<file path="src/rtl/cpu_bus_responder.sv">
// Bus responder for the 6502-class core: zero-wait timer/irq register window
// plus a req/ack bridge to slow external memory that stalls the core via hold.
module cpu_bus_responder #(
   parameter logic [15:0] PERIPH_BASE = 16'hFF00,
   parameter int unsigned TIMEOUT     = 255
) (
   input  logic        clock,
   input  logic        reset_n,
   input  logic [15:0] cpu_address,
   input  logic [7:0]  cpu_out,
   input  logic        cpu_we,
   output logic [7:0]  cpu_in,
   output logic        cpu_hold,
   output logic        cpu_intr,
   output logic [15:0] ext_address,
   output logic [7:0]  ext_wdata,
   output logic        ext_we,
   output logic        ext_req,
   input  logic        ext_ack,
   input  logic [7:0]  ext_rdata
);

   typedef enum logic [1:0] {IDLE, WAIT, DONE} state_t;

   localparam logic [7:0] WAIT_LAST = 8'(TIMEOUT - 1);

   state_t      state_q, state_d;
   logic [7:0]  wait_cnt_q, wait_cnt_d;
   logic [7:0]  rdata_q, rdata_d;
   logic [15:0] ext_address_q, ext_address_d;
   logic [7:0]  ext_wdata_q, ext_wdata_d;
   logic        ext_we_q, ext_we_d;
   logic        ext_req_q, ext_req_d;
   logic [15:0] reload_q, reload_d;
   logic [15:0] cnt_q, cnt_d;
   logic [7:0]  shadow_q, shadow_d;
   logic        en_q, en_d;
   logic        irq_en_q, irq_en_d;
   logic        auto_q, auto_d;
   logic        pend_q, pend_d;
   logic        tmo_q, tmo_d;
   logic        intr_q, intr_d;

   logic        per;
   logic [2:0]  off;
   logic        acc, wr, rd;
   logic        pend_set, tmo_set;
   logic [7:0]  reg_rdata;

   assign per = (cpu_address[15:3] == PERIPH_BASE[15:3]);
   assign off = cpu_address[2:0];
   assign acc = (state_q == IDLE) && per;
   assign wr  = acc && cpu_we;
   assign rd  = acc && !cpu_we;

   always_comb begin
      reg_rdata = 8'h00;
      case (off)
         3'd0:    reg_rdata = reload_q[7:0];
         3'd1:    reg_rdata = reload_q[15:8];
         3'd2:    reg_rdata = {5'b0, auto_q, irq_en_q, en_q};
         3'd3:    reg_rdata = {6'b0, tmo_q, pend_q};
         3'd4:    reg_rdata = cnt_q[7:0];
         3'd5:    reg_rdata = shadow_q;
         default: reg_rdata = 8'h00;
      endcase
   end

   assign cpu_hold    = acc || (state_q == DONE);
   assign cpu_in      = (state_q == DONE) ? rdata_q :
                        (per ? reg_rdata : 8'h00);
   assign cpu_intr    = intr_q;
   assign ext_address = ext_address_q;
   assign ext_wdata   = ext_wdata_q;
   assign ext_we      = ext_we_q;
   assign ext_req     = ext_req_q;

   always_comb begin
      state_d       = state_q;
      wait_cnt_d    = wait_cnt_q;
      rdata_d       = rdata_q;
      ext_address_d = ext_address_q;
      ext_wdata_d   = ext_wdata_q;
      ext_we_d      = ext_we_q;
      ext_req_d     = ext_req_q;
      tmo_set       = 1'b0;
      unique case (state_q)
         IDLE: begin
            if (!per) begin
               ext_address_d = cpu_address;
               ext_wdata_d   = cpu_out;
               ext_we_d      = cpu_we;
               ext_req_d     = 1'b1;
               wait_cnt_d    = 8'h00;
               state_d       = WAIT;
            end
         end
         WAIT: begin
            if (ext_ack) begin
               rdata_d   = ext_rdata;
               ext_req_d = 1'b0;
               state_d   = DONE;
            end else if (wait_cnt_q == WAIT_LAST) begin
               rdata_d   = 8'hFF;
               ext_req_d = 1'b0;
               tmo_set   = 1'b1;
               state_d   = DONE;
            end else begin
               wait_cnt_d = wait_cnt_q + 8'd1;
            end
         end
         DONE:    state_d = IDLE;
         default: state_d = IDLE;
      endcase
   end

   // Expiry reloads in the same edge, so the irq period equals RELOAD.
   always_comb begin
      cnt_d    = cnt_q;
      en_d     = en_q;
      irq_en_d = irq_en_q;
      auto_d   = auto_q;
      reload_d = reload_q;
      shadow_d = shadow_q;
      pend_set = 1'b0;
      if (en_q) begin
         if (cnt_q == 16'd1) begin
            pend_set = 1'b1;
            if (auto_q) begin
               cnt_d = reload_q;
            end else begin
               cnt_d = 16'd0;
               en_d  = 1'b0;
            end
         end else begin
            cnt_d = cnt_q - 16'd1;
         end
      end
      if (wr && off == 3'd0) reload_d[7:0]  = cpu_out;
      if (wr && off == 3'd1) reload_d[15:8] = cpu_out;
      if (wr && off == 3'd2) begin
         en_d     = cpu_out[0];
         irq_en_d = cpu_out[1];
         auto_d   = cpu_out[2];
         if (cpu_out[0] && !en_q) cnt_d = reload_q;
      end
      if (rd && off == 3'd4) shadow_d = cnt_q[15:8];
      pend_d = (pend_q & ~(wr && off == 3'd3 && cpu_out[0])) | pend_set;
      tmo_d  = (tmo_q & ~(wr && off == 3'd3 && cpu_out[1])) | tmo_set;
      intr_d = pend_q & irq_en_q;
   end

   always_ff @(posedge clock) begin
      if (!reset_n) begin
         state_q       <= IDLE;
         wait_cnt_q    <= 8'h00;
         rdata_q       <= 8'h00;
         ext_address_q <= 16'h0000;
         ext_wdata_q   <= 8'h00;
         ext_we_q      <= 1'b0;
         ext_req_q     <= 1'b0;
         reload_q      <= 16'h0000;
         cnt_q         <= 16'h0000;
         shadow_q      <= 8'h00;
         en_q          <= 1'b0;
         irq_en_q      <= 1'b0;
         auto_q        <= 1'b0;
         pend_q        <= 1'b0;
         tmo_q         <= 1'b0;
         intr_q        <= 1'b0;
      end else begin
         state_q       <= state_d;
         wait_cnt_q    <= wait_cnt_d;
         rdata_q       <= rdata_d;
         ext_address_q <= ext_address_d;
         ext_wdata_q   <= ext_wdata_d;
         ext_we_q      <= ext_we_d;
         ext_req_q     <= ext_req_d;
         reload_q      <= reload_d;
         cnt_q         <= cnt_d;
         shadow_q      <= shadow_d;
         en_q          <= en_d;
         irq_en_q      <= irq_en_d;
         auto_q        <= auto_d;
         pend_q        <= pend_d;
         tmo_q         <= tmo_d;
         intr_q        <= intr_d;
      end
   end

endmodule

</file>
<file path="config.mk">
export PLATFORM = sky130hd
export DESIGN_NAME = cpu_bus_responder
export DESIGN_NICKNAME = d
export VERILOG_FILES = /design/src/rtl/cpu_bus_responder.sv
export SDC_FILE = /design/constraint.sdc
export NUM_CORES = 1
export LEC_CHECK = 0
export BUFFER_PORTS_ARGS = -buffer_cell sky130_fd_sc_hd__buf_2
export CORE_MARGIN = 5
export CORE_UTILIZATION = 24
export DETAILED_ROUTE_END_ITERATION = 7
export PLACE_DENSITY_LB_ADDON = 0.05
export SLEW_MARGIN = 30
export SYNTH_ARGS = -nofsm -noshare
export SYNTH_HDL_FRONTEND = slang
export SYNTH_SLANG_ARGS = --single-unit
</file>
<file path="constraint.sdc">
create_clock -name clock -period 2.2 [get_ports clock]
set_input_delay 0.11 -clock clock [delete_from_list [all_inputs] [get_ports clock]]
set_output_delay 0.11 -clock clock [all_outputs]
set_load 0.03 [all_outputs]
</file>
==> results of run 1 <==
-- per-layer routing --
| layer | up-vias | global-route usage [%] |
|---|---|---|
| li1 | 2100 | - |
| met1 | 1991 | 21.6 |
| met2 | 91 | 22.2 |
| met3 | 9 | 3.59 |
| met4 | 0 | 2.82 |
| met5 | - | 0 |
-- power breakdown --
part / internal (mW) / total [mW] / leakage [nW] / switching [mW]
clock: 0.925 / 1.64 / 0.154 / 0.712
combinational: 0.148 / 0.441 / 1.39 / 0.293
sequential: 1.68 / 1.71 / 0.732 / 0.0314
total: 2.76 / 3.79 / 2.28 / 1.04
-- metrics by stage --
step / instance area, µm² / TNS [ps] / util, %
after global routing: 5650 / 0 / 31.3
final: 5650 / 0 / 31.3
after CTS: 5630 / -1.58 / 31.1
after detailed placement: 5240 / -1610 / 29.0
after global placement: 5240 / -1020 / 29.0
after floorplan: 4450 / -30.0 / -
-- state kept, by name (all words and copies together) (netlist names), 2 cells and up --
| name | cells |
|---|---|
| cnt_q | 16 |
| ext_address | 16 |
| reload_q | 16 |
| ext_wdata | 8 |
| rdata_q | 8 |
| shadow_q | 8 |
| wait_cnt_q | 8 |
| state_q | 2 |
-- worst register-to-register path: cells and delay by family (launching register included) --
family / cells / cell delay [ps]
and+or+nand+nor: 3 / 680
adders and majority gates: 1 / 210
buffers and inverters: 2 / 260
DFF: 1 / 350
AOI/OAI and AO/OA: 2 / 360
-- cell families (layout without fill, tap and decap cells) --
logic type	Yosys count	after routing	share of synthesized area (%)
AND/OR/NAND/NOR	234	234	26.3
AO/OA/AOI/OAI	119	119	16.9
flip-flops	90	90	40.5
buffers and inverters	50	143	4.95
multiplexers	32	32	8.63
XOR/XNOR	8	8	1.57
adder cells (fa/ha/maj)	4	4	1.12
-- layout make-up --
class                   count  share of cell area, %
repair buffers            113                   13.3
inverters                  14                  0.930
clock inverters             6                   1.24
well taps                 229                   5.07
clock buffers              10                   4.23
multi-input cells         397                   43.4
flip-flops and latches     90                   31.9
-- final timing paths --
kind                                 end  slack, ps  cells after the start
max reg2reg          cnt_q[1]$_SDFF_PN0_        270                      8
max                            cpu_in[5]        110                      6
min reg2reg  ext_address[4]$_SDFFE_PN0P_        450                      2
min          ext_address[8]$_SDFFE_PN0P_         10                      3
-- repair_timing --
item	4_1_cts	5_1_grt
hold endpoints to repair	6	0
buffers inserted	0	3
hold buffers	6	0
setup endpoints to repair	5	12
pin swaps	0	3
resized for setup	6	2
-- cell usage after synthesis, types with 3 or more instances --
cell type  number
a211oi_1        4
a21oi_1        37
a31oi_1         8
and3_1          6
buf_1           3
clkbuf_1       29
dfxtp_1        90
ha_1            4
inv_1          13
mux2i_1        26
mux4_2          5
nand2_1        89
nand3_1        24
nand3b_1       12
nand4_1        11
nor2_1         45
nor2b_1         5
nor3_1         11
nor4_1          7
nor4b_1         4
o21a_1          4
o21ai_0        28
o21ai_2         8
o22ai_1         7
o2bb2ai_1       5
o32ai_1         3
or3_1           4
xnor2_1         5
xor2_1          3
==> load_flow_metrics.sql, run 1 <==
INSERT INTO impl_metrics (metric_group, metric, value, unit) VALUES
('cells_and_area', 'final-instance-count-excl-fill', '859', ''),
('yosys', 'synth_area_per_cell', '8.29', 'µm²'),
('clock_tree', 'ctsRootBufferMaster', 'clkbuf_16', ''),
('floorplan', 'fp.dieW', '146', 'µm'),
('floorplan', 'start_util', '24.6', '%'),
('detailed_routing', 'wl', '15800', 'µm'),
('floorplan', 'core', '18100', 'µm²'),
('cells_and_area', 'layout.cells.most_common_list', 'dfxtp_1, nand2_1, buf_2', ''),
('placement', 'detailedPlacementHpwl', '11800', 'µm'),
('worst_setup_path', 'nature_of_the_critical_path_endpoint', 'output pin', ''),
('cells_and_area', 'multiInputGateArea', '2450', 'µm²'),
('floorplan', 'die-height', '146', 'µm'),
('placement', 'dp_worst_setup_slack', '-85.7', 'ps'),
('cells_and_area', 'fin_nets', '665', ''),
('yosys', 'synth.distinct_cells', '58', ''),
('placement', 'portBuffers', '71', ''),
('sta', 'max_clock_freq', '478', 'MHz'),
('cells_and_area', 'post_route_cells_drive_above_1_share', '23.2', '%'),
('worst_setup_path', 'largest_fanout_on_the_critical_path', '7', ''),
('cells_and_area', 'area.sequential', '1800', 'µm²'),
('clock_tree', 'clock_sink_count', '90', ''),
('worst_hold_path', 'worst_hold_startpoint', 'cpu_address[8]', ''),
('cells_and_area', 'most_common_cell_after_layout_fill_and_taps_aside', 'dfxtp_1', ''),
('yosys', 'ys.flop_type', 'dfxtp_1', ''),
('worst_setup_path', 'crit_path_from', 'cpu_address[4]', ''),
('floorplan', 'die_area', '21400', 'µm²'),
('outcome', 'status', 'finished, final reports clean', ''),
('yosys', 'yosys.area.top_type', 'dfxtp_1', ''),
('pwr', 'powerDensity', '671', 'nW/µm²'),
('yosys', 'ys_seq_elements', '90', ''),
('yosys', 'syn-cell-area', '4450', 'µm²'),
('yosys', 'seq_area_frac_synth', '40.5', '%'),
('detailed_routing', 'wire_length_per_cell_after_detailed_routing', '18.4', 'µm'),
('sta', 'finClkSkew', '8.16', 'ps'),
('worst_setup_path', 'crit_arrival', '1980', 'ps'),
('sta', 'final-hold-violation-count', '0', ''),
('placement', 'placed_cells', '835', ''),
('sta', 'post-route-min-period', '2090', 'ps'),
('worst_setup_path', 'critical_path_required', '2090', 'ps'),
('placement', 'gpl.final_weighted_congestion', '0.809', ''),
('yosys', 'async_flop_share', '0', '%'),
('grt', 'grt-ovfl-total', '0', ''),
('worst_setup_path', 'critical_path.reg2reg.startpoint', 'cnt_q[1]$_SDFF_PN0_', ''),
('sta', 'tightestPinTransition', '546', 'ps'),
('job', 'maxCapViolCount', '0', ''),
('sta', 'timing.max_slew.rel_slack', '63.4', '%'),
('clock_tree', 'number_of_buffers_inserted_during_clock_tree_synthesis', '9', ''),
('grt', 'wire_length_of_the_first_global_routing_pass', '24700', 'µm'),
('grt', 'maximum_number_of_pins_on_one_net_before_global_route_repair', '44', ''),
('worst_setup_path', 'crit_type', 'in -> out', ''),
('yosys', 'synth_top_area_share', '40.5', '%'),
('clock_tree', 'cts-htree-levels', '3', ''),
('worst_setup_path', 'cp.buffers_inverters', '2', ''),
('sta', 'final.hold.worst_slack', '13.2', 'ps'),
('sta', 'finalMaxSlewViolations', '0', ''),
('sta', 'timing.final.crit_share', '95.1', '%'),
('detailed_routing', 'detail-route-antenna-nets', '0', ''),
('pwr', 'irDropWorstVdd', '0.364', 'mV'),
('yosys', 'synthesized_netlist_cell_count', '537', ''),
('pwr', 'p_leak', '2.28', 'nW'),
('detailed_routing', 'drcViolationCount', '0', ''),
('grt', 'first_global_vias', '4133', ''),
('grt', 'grt.total_usage', '14.8', '%'),
('floorplan', 'rows', '49', ''),
('worst_setup_path', 'critical_path.slowest_cell', 'or4b_4', ''),
('detailed_routing', 'drtIter0Drc', '227', ''),
('detailed_routing', 'via_count', '4191', ''),
('yosys', 'synth-edff-count', '0', ''),
('cells_and_area', 'antenna_fix_cells', '0', ''),
('detailed_routing', 'route.layer.met1.wl', '8070', 'µm'),
('clock_tree', 'cts_tree', 'yes', '');
Power figures use the tool's default switching activity.
==> inputs of run 2 (changes only) <==
==> constraint.sdc (replaced) <==
create_clock -name clock -period 2.5 [get_ports clock]
set_input_delay 0.125 -clock clock [delete_from_list [all_inputs] [get_ports clock]]
set_output_delay 0.125 -clock clock [all_outputs]
set_load 0.03 [all_outputs]
==> run 2 against run 1 <==
Effect of this change: sequential share of layout area increased by 1.3 points; flip-flop and latch count is the same; utilization fell by 1.2 points; register-to-register slack gained 90 ps; critical path type unchanged; critical endpoint is now cpu_in[6].
==> load_flow_metrics.sql, run 2 (synthesis gave the netlist of run 1 again) <==
INSERT INTO impl_metrics (metric_group, metric, value, unit) VALUES
('grt', 'met3_usage', '2.36', '%'),
('sta', 'fin_tns_setup', '0', 'ps'),
('clock_tree', 'cts_resized', '0', ''),
('worst_setup_path', 'critical_path.max_stage_delay', '610', 'ps'),
('placement', 'gpl.final_weighted_congestion', '0.795', ''),
('worst_setup_path', 'crit_top_cell', 'buf_2', ''),
('cells_and_area', 'most_common_cell_after_layout_fill_and_taps_aside', 'dfxtp_1', ''),
('sta', 'max_clock_freq', '423', 'MHz'),
('worst_setup_path', 'nature_of_the_critical_path_endpoint', 'output pin', ''),
('clock_tree', 'path_clk_slew', '70', 'ps'),
('grt', 'grt_most_used_layer', 'met2', ''),
('sta', 'timing.max_slew.rel_slack', '43.4', '%'),
('grt', 'grt-ovfl-total', '0', ''),
('cells_and_area', 'post_route_cells_drive_above_1_share', '21.2', '%'),
('sta', 'post-route-min-period', '2360', 'ps'),
('detailed_routing', 'via_count', '4137', ''),
('floorplan', 'die_area', '21400', 'µm²'),
('outcome', 'status', 'finished, final reports clean', ''),
('cells_and_area', 'layout_overhead_on_the_synthesized_area', '22.0', '%'),
('clock_tree', 'cts.hold.buffers_added', '0', ''),
('placement', 'detailedPlacementHpwl', '11200', 'µm'),
('floorplan', 'rows', '49', ''),
('sta', 'count_of_endpoints_failing_setup_in_the_final_report', '0', ''),
('grt', 'wire_length_of_the_first_global_routing_pass', '24300', 'µm'),
('worst_setup_path', 'crit_type', 'in -> out', ''),
('clock_tree', 'number_of_buffers_inserted_during_clock_tree_synthesis', '9', ''),
('detailed_routing', 'wl', '15100', 'µm'),
('pwr', 'irDropWorstVdd', '0.313', 'mV'),
('worst_setup_path', 'largest_fanout_on_the_critical_path', '8', ''),
('sta', 'tightestPinTransition', '845', 'ps'),
('floorplan', 'die-height', '146', 'µm'),
('worst_hold_path', 'hold_path_class', 'in -> reg', ''),
('detailed_routing', 'drt_first_pass_iters', '4', ''),
('sta', 'finalMaxSlewViolations', '0', ''),
('detailed_routing', 'drtIter0Drc', '161', ''),
('floorplan', 'fp.dieW', '146', 'µm'),
('placement', 'portBuffers', '71', ''),
('floorplan', 'floorplan.io_pins', '72', ''),
('worst_setup_path', 'critical_path_required', '2380', 'ps'),
('clock_tree', 'clock_sink_count', '90', ''),
('placement', 'detailed_place.area', '5150', 'µm²'),
('detailed_routing', 'detail-route-antenna-nets', '0', ''),
('grt', 'grt.total_usage', '14.3', '%'),
('pwr', 'p_leak', '2.17', 'nW'),
('pwr', 'finalPower', '3.21', 'mW'),
('floorplan', 'start_util', '24.6', '%'),
('worst_setup_path', 'crit_arrival', '2240', 'ps'),
('cells_and_area', 'layout.cells.most_common_list', 'dfxtp_1, nand2_1, buf_2', ''),
('clock_tree', 'ctsRootBufferMaster', 'clkbuf_16', ''),
('job', 'maxCapViolCount', '0', ''),
('sta', 'finClkSkew', '7.45', 'ps'),
('clock_tree', 'cts-htree-levels', '3', ''),
('clock_tree', 'clk_path_buf_depth', '2', ''),
('detailed_routing', 'wire_length_per_cell_after_detailed_routing', '18.0', 'µm'),
('grt', 'globalRouteMet1Util', '20.7', '%'),
('grt', 'maximum_number_of_pins_on_one_net_before_global_route_repair', '35', ''),
('detailed_routing', 'drcViolationCount', '0', ''),
('worst_setup_path', 'setup.worst_path.start_class', 'input pin', ''),
('grt', 'grt_util_met2', '21.6', '%'),
('sta', 'final-hold-violation-count', '0', ''),
('cells_and_area', 'antenna_fix_cells', '0', ''),
('grt', 'first_global_vias', '4127', ''),
('cells_and_area', 'finalInstanceArea', '5430', 'µm²'),
('sta', 'grt_setup_unrepaired', 'no', ''),
('clock_tree', 'post_cts_setup_buffers', '0', ''),
('worst_setup_path', 'critical_path.slowest_cell', 'or4_4', ''),
('cells_and_area', 'fin_nets', '647', ''),
('clock_tree', 'cts_tree', 'yes', ''),
('pwr', 'powerDensity', '592', 'nW/µm²'),
('sta', 'timing.final.crit_share', '94.6', '%'),
('clock_tree', 'clock_latency_of_the_later_clocked_register_in_the_worst_skew_pair', '350', 'ps'),
('worst_setup_path', 'crit_path_cell_trace', 'buf_2, or4b_1, or4_4, or3_1, o21ai_0, buf_2', ''),
('worst_setup_path', 'cp.buffers_inverters', '2', ''),
('detailed_routing', 'vias_per_cell', '4.92', ''),
('floorplan', 'core', '18100', 'µm²'),
('worst_setup_path', 'crit_family', 'simple AND/OR/NAND/NOR gates', ''),
('grt', 'grt_antenna_before_repair', '0', '');
## run 2: cell types whose count changed in the layout (fill, tap and decap cells not counted), sizes merged
cell,change
buf,-12
dlygate4sd3,-6
inv,-3
clkbuf,+2
bufinv,-1
clkinv,+1
clkinvlp,+1
## run 2: worst paths after layout
path	startpoint	endpoint	slack (ps)	depth (start not counted)
worst min register to register	ext_address[7]$_SDFFE_PN0P_	ext_address[7]$_SDFFE_PN0P_	450	2
worst min-delay path	cpu_address[4]	ext_address[4]$_SDFFE_PN0P_	20	3
worst max register to register	cnt_q[1]$_SDFF_PN0_	cnt_q[13]$_SDFF_PN0_	360	7
worst max-delay path	cpu_address[4]	cpu_in[6]	140	6
## run 2: report_power, final
group | internal [mW] | total, mW | switching [mW] | leakage, nW
sequential | 1.48 | 1.51 | 0.0262 | 0.732
combinational | 0.117 | 0.370 | 0.253 | 1.30
clock | 0.729 | 1.33 | 0.606 | 0.139
## run 2: metrics by stage
step	instances	setup WS (ps)	utilization (%)	hold WS, ps
floorplan	537	14.9	-	255
global placement	825	97.2	28.5	381
detailed placement	825	107	28.5	383
CTS	841	143	30.0	3.14
global route	841	26.9	30.0	31.7
finish	841	136	30.0	20.2
## run 2: routing by layer
| layer | share of wire, % | wire, µm | vias up |
|---|---|---|---|
| met5 | 0 | 0 | - |
| met4 | 1.7 | 257 | 0 |
| met3 | 3.6 | 544 | 16 |
| met2 | 44 | 6580 | 86 |
| met1 | 51 | 7720 | 1963 |
| li1 | - | - | 2072 |
## run 2: layout make-up
class                           instances  area (µm²)
Multi-Input combinational cell        397        2430
Tap cell                              229         287
Fill cell                            1954       12700
Inverter                               14        52.6
Timing Repair Buffer                   95         573
Sequential cell                        90        1800
Clock buffer                           12         256
Clock inverter                          4        26.3
## run 2: worst register-to-register path, stage by stage (launching register included)
cell and delay (ps):
dfxtp_1 360, inv_1 100, ha_1 210, nor4b_1 320, and4_1 570, a211oi_1 90
o21ai_0 240, o2111a_1 210
